`config.mk`:
```
export PLATFORM = sky130hd
export DESIGN_NAME = one_hot_encoder_pipe_flat
export DESIGN_NICKNAME = d
export VERILOG_FILES = /design/src/rtl/one_hot_encoder_pipe_if.sv /design/src/rtl/one_hot_encoder_pipe.sv /design/src/flat_wrapper.sv
export SDC_FILE = /design/constraint.sdc
export NUM_CORES = 1
export LEC_CHECK = 0
export ABC_AREA = 0
export BUFFER_PORTS_ARGS = -buffer_cell sky130_fd_sc_hd__buf_4
export CAP_MARGIN = 20
export CELL_PAD_IN_SITES_DETAIL_PLACEMENT = 0
export CELL_PAD_IN_SITES_GLOBAL_PLACEMENT = 1
export CORE_ASPECT_RATIO = 0.6
export CORE_UTILIZATION = 41
export DETAILED_ROUTE_END_ITERATION = 8
export GPL_TIMING_DRIVEN = 1
export PLACE_DENSITY = 0.83
export SYNTH_ARGS = -nofsm -noshare
export SYNTH_HDL_FRONTEND = slang
export SYNTH_SLANG_ARGS = --single-unit
```
`constraint.sdc`:
```
create_clock -name clock -period 1.4 [get_ports clock]
set_clock_uncertainty 0.05 [all_clocks]
set_input_delay 0.14 -clock clock [delete_from_list [all_inputs] [get_ports clock]]
set_output_delay 0.14 -clock clock [all_outputs]
set_load 0.01 [all_outputs]
```
`src/rtl/one_hot_encoder_pipe_if.sv`:
```
`default_nettype none
// ============================================================================
// Module      : one_hot_encoder_pipe_if
// Description : Upstream/downstream handshake bundle for one_hot_encoder_pipe.
// Revision    : 1.0 - initial release
// ============================================================================
interface one_hot_encoder_pipe_if #(
    parameter int WIDTH = 16
);
    localparam int IDX_W = $clog2(WIDTH);

    logic             flush;
    logic             in_valid;
    logic             in_ready;
    logic [IDX_W-1:0] in_index;
    logic             out_valid;
    logic             out_ready;
    logic [WIDTH-1:0] out_one_hot;
    logic [IDX_W-1:0] out_index;
    logic             err;

    modport master (
        output flush, in_valid, in_index, out_ready,
        input  in_ready, out_valid, out_one_hot, out_index, err
    );

    modport slave (
        input  flush, in_valid, in_index, out_ready,
        output in_ready, out_valid, out_one_hot, out_index, err
    );
endinterface
`default_nettype wire

```
`src/rtl/one_hot_encoder_pipe.sv`:
```
`default_nettype none
// ============================================================================
// Module      : one_hot_encoder_pipe
// Description : Binary index to one-hot encoder behind a two-slot skid buffer.
//               Optional macro ONE_HOT_RANGE_CHECK_EN flags out-of-range indices.
// Revision    : 1.0 - initial release
// ============================================================================
module one_hot_encoder_pipe #(
    parameter int WIDTH = 16
) (
    input  wire logic             clock,
    input  wire logic             reset_n,
    one_hot_encoder_pipe_if.slave bus
);
    localparam int IDX_W = $clog2(WIDTH);

    logic             r_or_valid;
    logic [WIDTH-1:0] r_or_hot;
    logic [IDX_W-1:0] r_or_idx;
    logic             r_sk_valid;
    logic [WIDTH-1:0] r_sk_hot;
    logic [IDX_W-1:0] r_sk_idx;

    logic [WIDTH-1:0] w_one_hot;
    logic             w_in_fire;
    logic             w_out_fire;
    logic             w_load_or_new;
    logic             w_load_or_sk;
    logic             w_load_sk;

    // An index >= WIDTH matches no bit, leaving the vector all-zero.
    always_comb begin
        w_one_hot = '0;
        for (int i = 0; i < WIDTH; i++) begin
            w_one_hot[i] = (bus.in_index == IDX_W'(i));
        end
    end

    assign w_in_fire     = bus.in_valid & ~r_sk_valid;
    assign w_out_fire    = r_or_valid & bus.out_ready;
    assign w_load_or_sk  = ~bus.flush & w_out_fire & r_sk_valid;
    assign w_load_or_new = ~bus.flush & w_in_fire & (~r_or_valid | w_out_fire);
    assign w_load_sk     = ~bus.flush & w_in_fire & r_or_valid & ~w_out_fire;

    always_ff @(posedge clock or negedge reset_n) begin
        if (!reset_n) begin
            r_or_valid <= 1'b0;
            r_or_hot   <= '0;
            r_or_idx   <= '0;
            r_sk_valid <= 1'b0;
            r_sk_hot   <= '0;
            r_sk_idx   <= '0;
        end else begin
            if (bus.flush) begin
                r_or_valid <= 1'b0;
                r_sk_valid <= 1'b0;
            end else begin
                if (w_load_or_sk || w_load_or_new) begin
                    r_or_valid <= 1'b1;
                end else if (w_out_fire) begin
                    r_or_valid <= 1'b0;
                end
                if (w_load_sk) begin
                    r_sk_valid <= 1'b1;
                end else if (w_load_or_sk) begin
                    r_sk_valid <= 1'b0;
                end
            end

            if (w_load_or_sk) begin
                r_or_hot <= r_sk_hot;
                r_or_idx <= r_sk_idx;
            end else if (w_load_or_new) begin
                r_or_hot <= w_one_hot;
                r_or_idx <= bus.in_index;
            end
            if (w_load_sk) begin
                r_sk_hot <= w_one_hot;
                r_sk_idx <= bus.in_index;
            end
        end
    end

`ifdef ONE_HOT_RANGE_CHECK_EN
    logic w_err;
    logic r_or_err;
    logic r_sk_err;

    assign w_err = ~|w_one_hot;

    always_ff @(posedge clock or negedge reset_n) begin
        if (!reset_n) begin
            r_or_err <= 1'b0;
            r_sk_err <= 1'b0;
        end else begin
            if (w_load_or_sk) begin
                r_or_err <= r_sk_err;
            end else if (w_load_or_new) begin
                r_or_err <= w_err;
            end
            if (w_load_sk) begin
                r_sk_err <= w_err;
            end
        end
    end

    assign bus.err = r_or_err;
`else
    assign bus.err = 1'b0;
`endif

    assign bus.in_ready    = ~r_sk_valid;
    assign bus.out_valid   = r_or_valid;
    assign bus.out_one_hot = r_or_hot;
    assign bus.out_index   = r_or_idx;

endmodule
`default_nettype wire

```
`src/flat_wrapper.sv`:
```
// flat-port wrapper written by rule: the top's interface ports become plain ports
module one_hot_encoder_pipe_flat 
#(
    parameter int WIDTH = 16
)
  (clock, reset_n, bus_flush, bus_in_valid, bus_in_index, bus_out_ready, bus_in_ready, bus_out_valid, bus_out_one_hot, bus_out_index, bus_err);
  one_hot_encoder_pipe_if #(.WIDTH(WIDTH)) bus_i ();
  input  wire logic clock;
  input  wire logic reset_n;
  input wire logic [$bits(bus_i.flush)-1:0] bus_flush;
  input wire logic [$bits(bus_i.in_valid)-1:0] bus_in_valid;
  input wire logic [$bits(bus_i.in_index)-1:0] bus_in_index;
  input wire logic [$bits(bus_i.out_ready)-1:0] bus_out_ready;
  output wire logic [$bits(bus_i.in_ready)-1:0] bus_in_ready;
  output wire logic [$bits(bus_i.out_valid)-1:0] bus_out_valid;
  output wire logic [$bits(bus_i.out_one_hot)-1:0] bus_out_one_hot;
  output wire logic [$bits(bus_i.out_index)-1:0] bus_out_index;
  output wire logic [$bits(bus_i.err)-1:0] bus_err;
  assign bus_i.flush = bus_flush;
  assign bus_i.in_valid = bus_in_valid;
  assign bus_i.in_index = bus_in_index;
  assign bus_i.out_ready = bus_out_ready;
  assign bus_in_ready = bus_i.in_ready;
  assign bus_out_valid = bus_i.out_valid;
  assign bus_out_one_hot = bus_i.out_one_hot;
  assign bus_out_index = bus_i.out_index;
  assign bus_err = bus_i.err;
  one_hot_encoder_pipe #(.WIDTH(WIDTH)) u_core (.clock(clock), .reset_n(reset_n), .bus(bus_i));
endmodule
```
# --- Word level (Yosys, flattened, before mapping) ---
# Cells that the tools add are included.
totals:
  regBits: 42
  latch_bits: 0
  ram_bits: 0
  romBits: 0
  in_bits: 9
  output_inout_bits: 23
  elab_cells: 49
  memories: 0
classes:
  addsub: 0
  multipliers: 0
  div: 0
  n_lt_le_gt_ge: 0
  n_eq_ne: 15
  shift: 0
  mux: 10
  bitwise_logic: 13
  reduce_logical: 5
op_table:
  columns: ["operator", "n"]
  rows:
  - ["4-bit == test, second input constant", 8]
  - ["16-bit two-way mux", 2]
  - ["4-bit by 3-bit == test with 1-bit output, second input constant", 4]
  - ["1-bit bitwise AND", 8]
  - ["4-bit by 2-bit == test with 1-bit output, second input constant", 2]
  - ["4-bit two-way mux", 2]
  - ["1-bit two-way mux", 6]
  - ["3-bit nonzero test", 2]
  - ["4-bit by 1-bit == test with 1-bit output, second input constant", 1]
  - ["4-bit zero test", 1]
  - ["1-bit inverter", 4]
  - ["2-bit nonzero test", 1]
  - ["1-bit logical OR", 1]
  - ["1-bit bitwise OR", 1]

# --- Logic depth before layout (Yosys ltp) ---
# Gate-level depths: netlist (run 1).
depth:
  word_depth: 7
  ltp_mapped: 4
  ltp_nobuf: 3

# --- Worst setup path after synthesis (run 1) ---
# No wires, ideal clock.
synth_timing:
  kind: "register -> register"
  startpoint: "register u_core.r_or_valid (netlist: u_core.bus.out_valid)"
  endpoint: "register u_core.r_or_hot[15] (netlist: u_core.bus.out_one_hot[15])"
  arrival_ns: 1.340
  t_required_ns: 1.225
  slack_ns: -0.115
  stages_incl_launch_ff: 5
  cell_sequence: "dfrtp_1 > nand4b_1 > buf_2 > mux2_2 > mux2_2"
synth_between:
  elab_chain_cells: 4
  word_cells_on_any_way: 8
synth_rtl:
  columns: ["item", "line_no", "source"]
  rows:
  - ["from (decl)", "one_hot_encoder_pipe.sv:17", "logic r_or_valid;"]
  - ["from (signal assigned)", "one_hot_encoder_pipe.sv:47", "r_or_valid <= 1'b0;"]
  - ["from (signal assigned)", "one_hot_encoder_pipe.sv:55", "r_or_valid <= 1'b0;"]
  - ["from (signal assigned)", "one_hot_encoder_pipe.sv:59", "r_or_valid <= 1'b1;"]
  - ["1-bit bitwise AND / 1-bit inverter (equally long branches)", "one_hot_encoder_pipe.sv:40, one_hot_encoder_pipe.sv:42", null]
  - ["1-bit bitwise AND / 1-bit bitwise OR (equally long branches)", "one_hot_encoder_pipe.sv:41, one_hot_encoder_pipe.sv:42", null]
  - ["1-bit bitwise AND, on equally long branches", "one_hot_encoder_pipe.sv:41, one_hot_encoder_pipe.sv:42", null]
  - ["16-bit two-way mux / 2-bit nonzero test (equally long branches)", null, null]
  - ["to (signal assigned)", "one_hot_encoder_pipe.sv:71", "r_or_hot <= r_sk_hot;"]
  - ["to (signal assigned)", "one_hot_encoder_pipe.sv:74", "r_or_hot <= w_one_hot;"]
  - ["to (decl)", "one_hot_encoder_pipe.sv:18", "logic [WIDTH-1:0] r_or_hot;"]
# Parallel ways exist; a longest one is shown, timed or not.
# A chain may end at the register's enable or synchronous reset.

# --- Final worst setup path (run 1) ---
layout_timing:
  startpoint: "register u_core.r_or_valid (netlist: u_core.bus.out_valid)"
  endpoint: "register u_core.r_or_idx[0] (netlist: u_core.bus.out_index[0])"
layout_between:
  elab_chain_cells: 4
  word_cells_on_any_way: 8
layout_rtl:
  columns: ["item", "line_no", "source"]
  rows:
  - ["1-bit bitwise AND / 1-bit inverter (equally long branches)", "one_hot_encoder_pipe.sv:40, one_hot_encoder_pipe.sv:42", null]
  - ["1-bit bitwise AND / 1-bit bitwise OR (equally long branches)", "one_hot_encoder_pipe.sv:41, one_hot_encoder_pipe.sv:42", null]
  - ["1-bit bitwise AND, on equally long branches", "one_hot_encoder_pipe.sv:41, one_hot_encoder_pipe.sv:42", null]
  - ["4-bit two-way mux / 2-bit nonzero test (equally long branches)", null, null]
  - ["to (signal assigned)", "one_hot_encoder_pipe.sv:72", "r_or_idx <= r_sk_idx;"]
  - ["to (signal assigned)", "one_hot_encoder_pipe.sv:75", "r_or_idx <= bus.in_index;"]
  - ["to (decl)", "one_hot_encoder_pipe.sv:19", "logic [IDX_W-1:0] r_or_idx;"]
# Parallel ways exist; a longest one is shown, timed or not.

==> metrics.txt, run 1 <==
clk slew on worst S/H paths 80 ps; Worst Tran Pin Value 529 ps; row cnt 19; Net Sw Frac 24.4%; Max-Cap Viols 0; TritonCTS clock tree done; CP startpoint kind flip-flop; Top Ports 32; Area after DPL 0.00241 mm2; combinational fraction of design power 17.2%; relative slew slack 64.8%; via-per-instance ratio 5.30; TritonCTS buffer count 5; fill count 390; critical path's largest stage delay 450 ps; final hold vios 0; achievable frequency 634 MHz; Via Count 1,289; Hold Startpoint bus_out_ready; H-Tree Depth 2; Antenna diodes 0; Seq pwr share 52.7%; Clock Path Buffers 2; WP data arrival 1710 ps; vias in the first global route 1,367; Yosys reg bits 42; R2R cell count 4; final cell count without fillers 243; Core ar. 0.00464 mm2; drt drc 0; Final Cycle Share 113%; I/O Buffers 30; Synth top area share 52.4%; unrepaired setup endpoints after global routing true; RR Startpoint u_core.bus.out_valid; Cell Chain, Critical Path nand4b_1, buf_12, mux2_2, mux2_2; critical path's slowest cell dfrtp_2; status finished, violations left; first-pass GRT wire length 7240 um; internal power 0.00198 W; layout cells sized above 1 61.7%; Final Max Tran Viols 0; Final Wtd Congestion 0.688; final instance area 0.00271 mm2; worst IR drop on VDD 0.000442 V; Root Buffer clkbuf_8; WL per Instance 17.8 um; final worst slack -178 ps; worst endpoint required time 1530 ps; area delta synth->final 35.1%; final HPWL from detailed placement 2620 um; yosys warns 0; placed cell count 226; Synth cell types 19; fin crit period 1580 ps; Hold Path End u_core.r_sk_valid; Reg area 0.00105 mm2; top post-synthesis cells by area dfrtp_1 (52%), mux2_2 (31%), nor4bb_1 (3.0%), buf_2 (2.5%), mux2_1 (2.2%); initial core utilization 43.3%; dpl ws -189 ps; Max FO, Critical Path 20; die area 0.00518 mm2; gr usage total 18.7%; Critical Path End Type flip-flop; clock power share 30.2%; Crit path buffers/inverters 1; hold depth 2; Hold Crit Class input pin to flip-flop; R2R Path End u_core.bus.out_index[0]; DR pass1 iterations 4; Post-DRT Antenna Nets 0; Static Leak 1.33 nW; Clk Latency, worst-skew pair 290 ps; setup violators final 41; Die Y-Extent 56.2 um; Sw Pwr 0.000639 W; violated checks negative setup slack; Syn Nets 148; r2r setup slk -180 ps; setup_tns -6040 ps; register area share after synthesis 52.4%; area leader, netlist dfrtp_1; WS Path Type flip-flop to flip-flop; Pwr Density 966 mW/mm2; DRT Wirelength 4320 um; final core occ 58.5%; Overflow after GRT 0; Die Width 92.3 um; post-layout net count 188; 1st-iter DRT viols 86; syn avg cell area 14.4 um2; Mapped Cells 139; Post-Syn Area 0.00201 mm2; CP dominant cell by count mux2_2; clock sinks 42; largest net degree at the start of global routing 43; delay-heaviest family, CP multiplexers; initial antenna violation count 0; footprint of the multi-input gates 0.00104 mm2
Yosys cell counts:
master	number
dfrtp_1	42
and4b_1	4
nand2_1	1
conb_1	1
mux2i_1	1
o21ba_2	1
nand4b_1	1
buf_2	10
nor2b_1	1
mux2_2	56
mux2_1	4
nor4b_1	4
a221oi_1	1
inv_1	1
nor4_1	2
and4_1	1
nor3_2	1
buf_4	1
nor4bb_1	6
flip-flops by register name, summed over array words and instances, names as in the netlist:
register	flops
u_core.r_sk_hot	16
u_core.r_sk_idx	4
u_core.bus.out_valid	1
u_core.r_sk_valid	1
u_core.bus.out_one_hot	16
u_core.bus.out_index	4
worst reg2reg max path: stages (launching register included):
cell,delay (ps)
dfrtp_2,450
nand4b_1,150
buf_12,190
mux2_2,360
mux2_2,260
power by group through the flow:
stage	combinational [W]	clock, W	sequential (W)
6_report	0.000449	0.000790	0.00138
2_1_floorplan	0.000204	0	0.00141
3_3_place_gp	0.000389	0	0.00139
5_1_grt	0.000485	0.000896	0.00139
4_1_cts	0.000420	0.000831	0.00138
3_5_place_dp	0.000406	0	0.00140
area by class of cell:
class                   count  area share (%)
clock buffers               7            3.19
well taps                  63            2.91
flip-flops and latches     42            38.9
repair buffers             44            16.2
clock inverters             1           0.185
multi-input cells          85            38.5
inverters                   1           0.139
layer usage:
metal | GRT usage (%) | wire length (um) | up-vias
li1 | - | - | 589
met1 | 25.5 | 2070 | 669
met2 | 28.9 | 2060 | 29
met3 | 5.19 | 176 | 2
met4 | 6.03 | 21 | 0
met5 | 0 | 0 | -
placed cells by master, fill, tap and decap left out, drive strengths merged:
cell type    count
clkbuf           9
nor4bb           6
a221oi           1
o21ba            1
inv              1
nand4b           1
dlygate4sd3      2
nor4b            4
dfrtp           42
mux2i            1
mux2            60
nor4             2
conb             1
nor2b            1
nand2            1
clkinv           1
buf             40
and4b            4
nor3             1
and4             1
repair_timing:
action / in CTS / in global routing
buffers inserted: 2 / 2
resized for setup: 8 / 17
setup endpoints to repair: 40 / 40
endpoints found under the hold margin: 43 / 0
gates cloned: 2 / 2
pin swaps: 0 / 2
hold buffers: 2 / 0
worst max path at each step:
stage | start | to | slack (ps) | cells past startpoint
floorplan | u_core.bus.out_valid | u_core.bus.out_one_hot[15] | -80 | 4
global placement | u_core.r_sk_valid | u_core.bus.out_one_hot[13] | -140 | 4
detailed placement | u_core.r_sk_valid | u_core.bus.out_index[1] | -190 | 4
CTS | u_core.r_sk_valid | u_core.bus.out_index[2] | -190 | 4
global route | u_core.bus.out_valid | u_core.bus.out_index[0] | -240 | 4
finish | u_core.bus.out_valid | u_core.bus.out_index[0] | -180 | 4
through the flow:
| stage | power (W) | hold WS, ps |
|---|---|---|
| after floorplan | 0.00161 | -206 |
| after global placement | 0.00178 | 91.1 |
| after detailed placement | 0.00180 | 112 |
| final | 0.00262 | 21.8 |
| after global routing | 0.00277 | 5.82 |
| after CTS | 0.00263 | 12.1 |
logic make-up after synthesis:
group                  share of synthesized area [%]
muxes                                           34.2
DFF                                             52.4
and+or+nand+nor                                 9.23
buffers and inverters                           3.06
AOI/OAI and AO/OA                              0.936
other                                          0.187
Power figures use the tool's default switching activity.
==> inputs of run 2 (changes only) <==
Settings changed: TNS_END_PERCENT set to 30.
==> run 2 against run 1 <==
  * The run still ends with negative setup slack left
  * Critical path type unchanged
  * Critical path depth rose by 1
  * Setup slack got worse by 24 ps
  * Sequential power barely moved
  * Final area fell by 9.0%
  * Power fell by 3.1%
  * Via count barely moved
==> metrics.txt, run 2 (synthesis gave the netlist of run 1 again) <==
post-layout net count 184 (-2.1%); DRT Wirelength 3980 um (-7.9%); Die Width 92.3 um (unchanged); CP dominant cell by count buf_4; Max FO, Critical Path 6 (-70%); Max-Cap Viols 0 (unchanged); H-Tree Depth 2 (unchanged); Hold Crit Class input pin to flip-flop; area delta synth->final 23.0%; TritonCTS buffer count 5 (unchanged); vias in the first global route 1,354 (-0.95%); CP startpoint kind flip-flop; unrepaired setup endpoints after global routing true; worst IR drop on VDD 0.000586 V (+32%); Net Sw Frac 24.2% (-0.15 points); R2R cell count 5 (+1); achievable frequency 624 MHz (-1.5%); DR pass1 iterations 6 (+2); hold depth 2 (unchanged); relative slew slack 63.5% (-1.3 points); initial antenna violation count 0 (unchanged); violated checks negative setup slack; dpl ws -172 ps (+17.5 ps); final core occ 53.2% (-5.2 points); Top Ports 32 (unchanged); WS Path Type flip-flop to flip-flop; Antenna diodes 0 (unchanged); Final Wtd Congestion 0.696 (+1.0%); layout cells sized above 1 60.8% (-0.87 points); clock sinks 42 (unchanged); row cnt 19 (unchanged); Final Cycle Share 114% (+1.7 points); final worst slack -203 ps (-24.5 ps); Pwr Density 1030 mW/mm2 (+6.4%); worst endpoint required time 1520 ps (about the same); 1st-iter DRT viols 46 (-47%); placed cell count 229 (+1.3%); Static Leak 1.20 nW (-9.2%); drt drc 0 (unchanged); delay-heaviest family, CP flip-flops; WL per Instance 16.7 um (-6.4%); Crit path buffers/inverters 2 (+1); Cell Chain, Critical Path buf_4, nand2_2, nor4_4, buf_4, mux2_2; Sw Pwr 0.000615 W (-3.7%); Via Count 1,290 (+0.078%); combinational fraction of design power 14.9% (-2.3 points); final HPWL from detailed placement 2610 um (-0.54%); via-per-instance ratio 5.40 (+1.8%); Die Y-Extent 56.2 um (unchanged); clk slew on worst S/H paths 80 ps (about the same); Core ar. 0.00464 mm2 (unchanged); Seq pwr share 53.9% (+1.2 points); status finished, violations left; Total Power 0.00254 W (-3.1%); internal power 0.00192 W (-2.9%); CP Depth 5 (+1); clock power share 31.2% (+1.0 points); TritonCTS clock tree done; Clk Latency, worst-skew pair 280 ps (about the same); I/O Buffers 30 (unchanged); Clock Path Buffers 2 (unchanged); Critical Path End Type flip-flop; critical path's slowest cell dfrtp_1; fin crit period 1600 ps (+24.5 ps); critical path's largest stage delay 400 ps (-50 ps); initial core utilization 43.3% (unchanged); most common cell after layout, fill and taps aside mux2_2; Root Buffer clkbuf_8; WP data arrival 1720 ps (about the same); Final Max Tran Viols 0 (unchanged); Worst Tran Pin Value 548 ps (+19.2 ps); Post-DRT Antenna Nets 0 (unchanged); setup violators final 40 (-2.4%); final hold vios 0 (unchanged); final cell count without fillers 239 (-1.6%); Overflow after GRT 0 (unchanged); gr usage total 16.8% (-1.9 points); die area 0.00518 mm2 (unchanged); largest net degree at the start of global routing 43 (unchanged); most frequent cells in the layout mux2_2 (56), dfrtp_1 (41), buf_4 (34); first-pass GRT wire length 6670 um (-7.8%)
-- run 2: cell count changes in the layout (fill, tap and decap cells not counted), moves of 2 or more --
cell	delta
buf_12	-2
mux2_2	+34
mux2_4	-34
buf_6	+3
clkbuf_16	-2
-- run 2: repair_timing --
action                                 CTS  global route
hold buffers                             1             0
buffers inserted                         0             0
resized for setup                        1            10
gates cloned                             0             1
setup endpoints to repair               40            40
endpoints found under the hold margin   42             0
-- run 2: layout make-up --
class / instances / area [um2]
Clock inverter: 1 / 5.00
Clock buffer: 7 / 86.3
Tap cell: 63 / 78.8
Fill cell: 415 / 2170
Multi-Input combinational cell: 85 / 911
Inverter: 1 / 3.75
Sequential cell: 42 / 1050
Timing Repair Buffer: 40 / 330
-- run 2: per-stage QoR --
stage / area, um2 / hold WS [ps] / TNS, ps
5_1_grt: 2470 / 32.6 / -9550
4_1_cts: 2440 / 18.7 / -6470
2_1_floorplan: 2020 / -206 / -2860
6_report: 2470 / 35.2 / -6920
3_3_place_gp: 2330 / 91.6 / -3890
3_5_place_dp: 2330 / 114 / -5900
-- run 2: final timing paths --
kind                                  endpoint                 start  slack (ps)
setup / recovery           u_core.r_sk_hot[10]  u_core.bus.out_valid        -200
hold / removal               u_core.r_sk_valid         bus_out_ready          40
setup reg to reg           u_core.r_sk_hot[10]  u_core.bus.out_valid        -200
hold reg to reg             u_core.r_sk_hot[2]    u_core.r_sk_hot[2]         460
max in group asynchronous    u_core.r_sk_valid               reset_n         550
min in group asynchronous   u_core.r_sk_hot[5]               reset_n         340
-- run 2: routing by layer --
metal / vias up / routed length, um / track usage [%]
met5: - / 0 / 0
met4: 0 / 10 / 2.01
met3: 2 / 177 / 4.92
met2: 26 / 1960 / 28.1
met1: 669 / 1830 / 22.2
li1: 593 / - / -
-- run 2: power by group through the flow --
stage	combinational (W)	sequential [W]	clock, W
final	0.000378	0.00137	0.000792
after global placement	0.000358	0.00138	0
after detailed placement	0.000373	0.00139	0
after floorplan	0.000175	0.00140	0
after global routing	0.000411	0.00138	0.000874
after CTS	0.000378	0.00137	0.000821
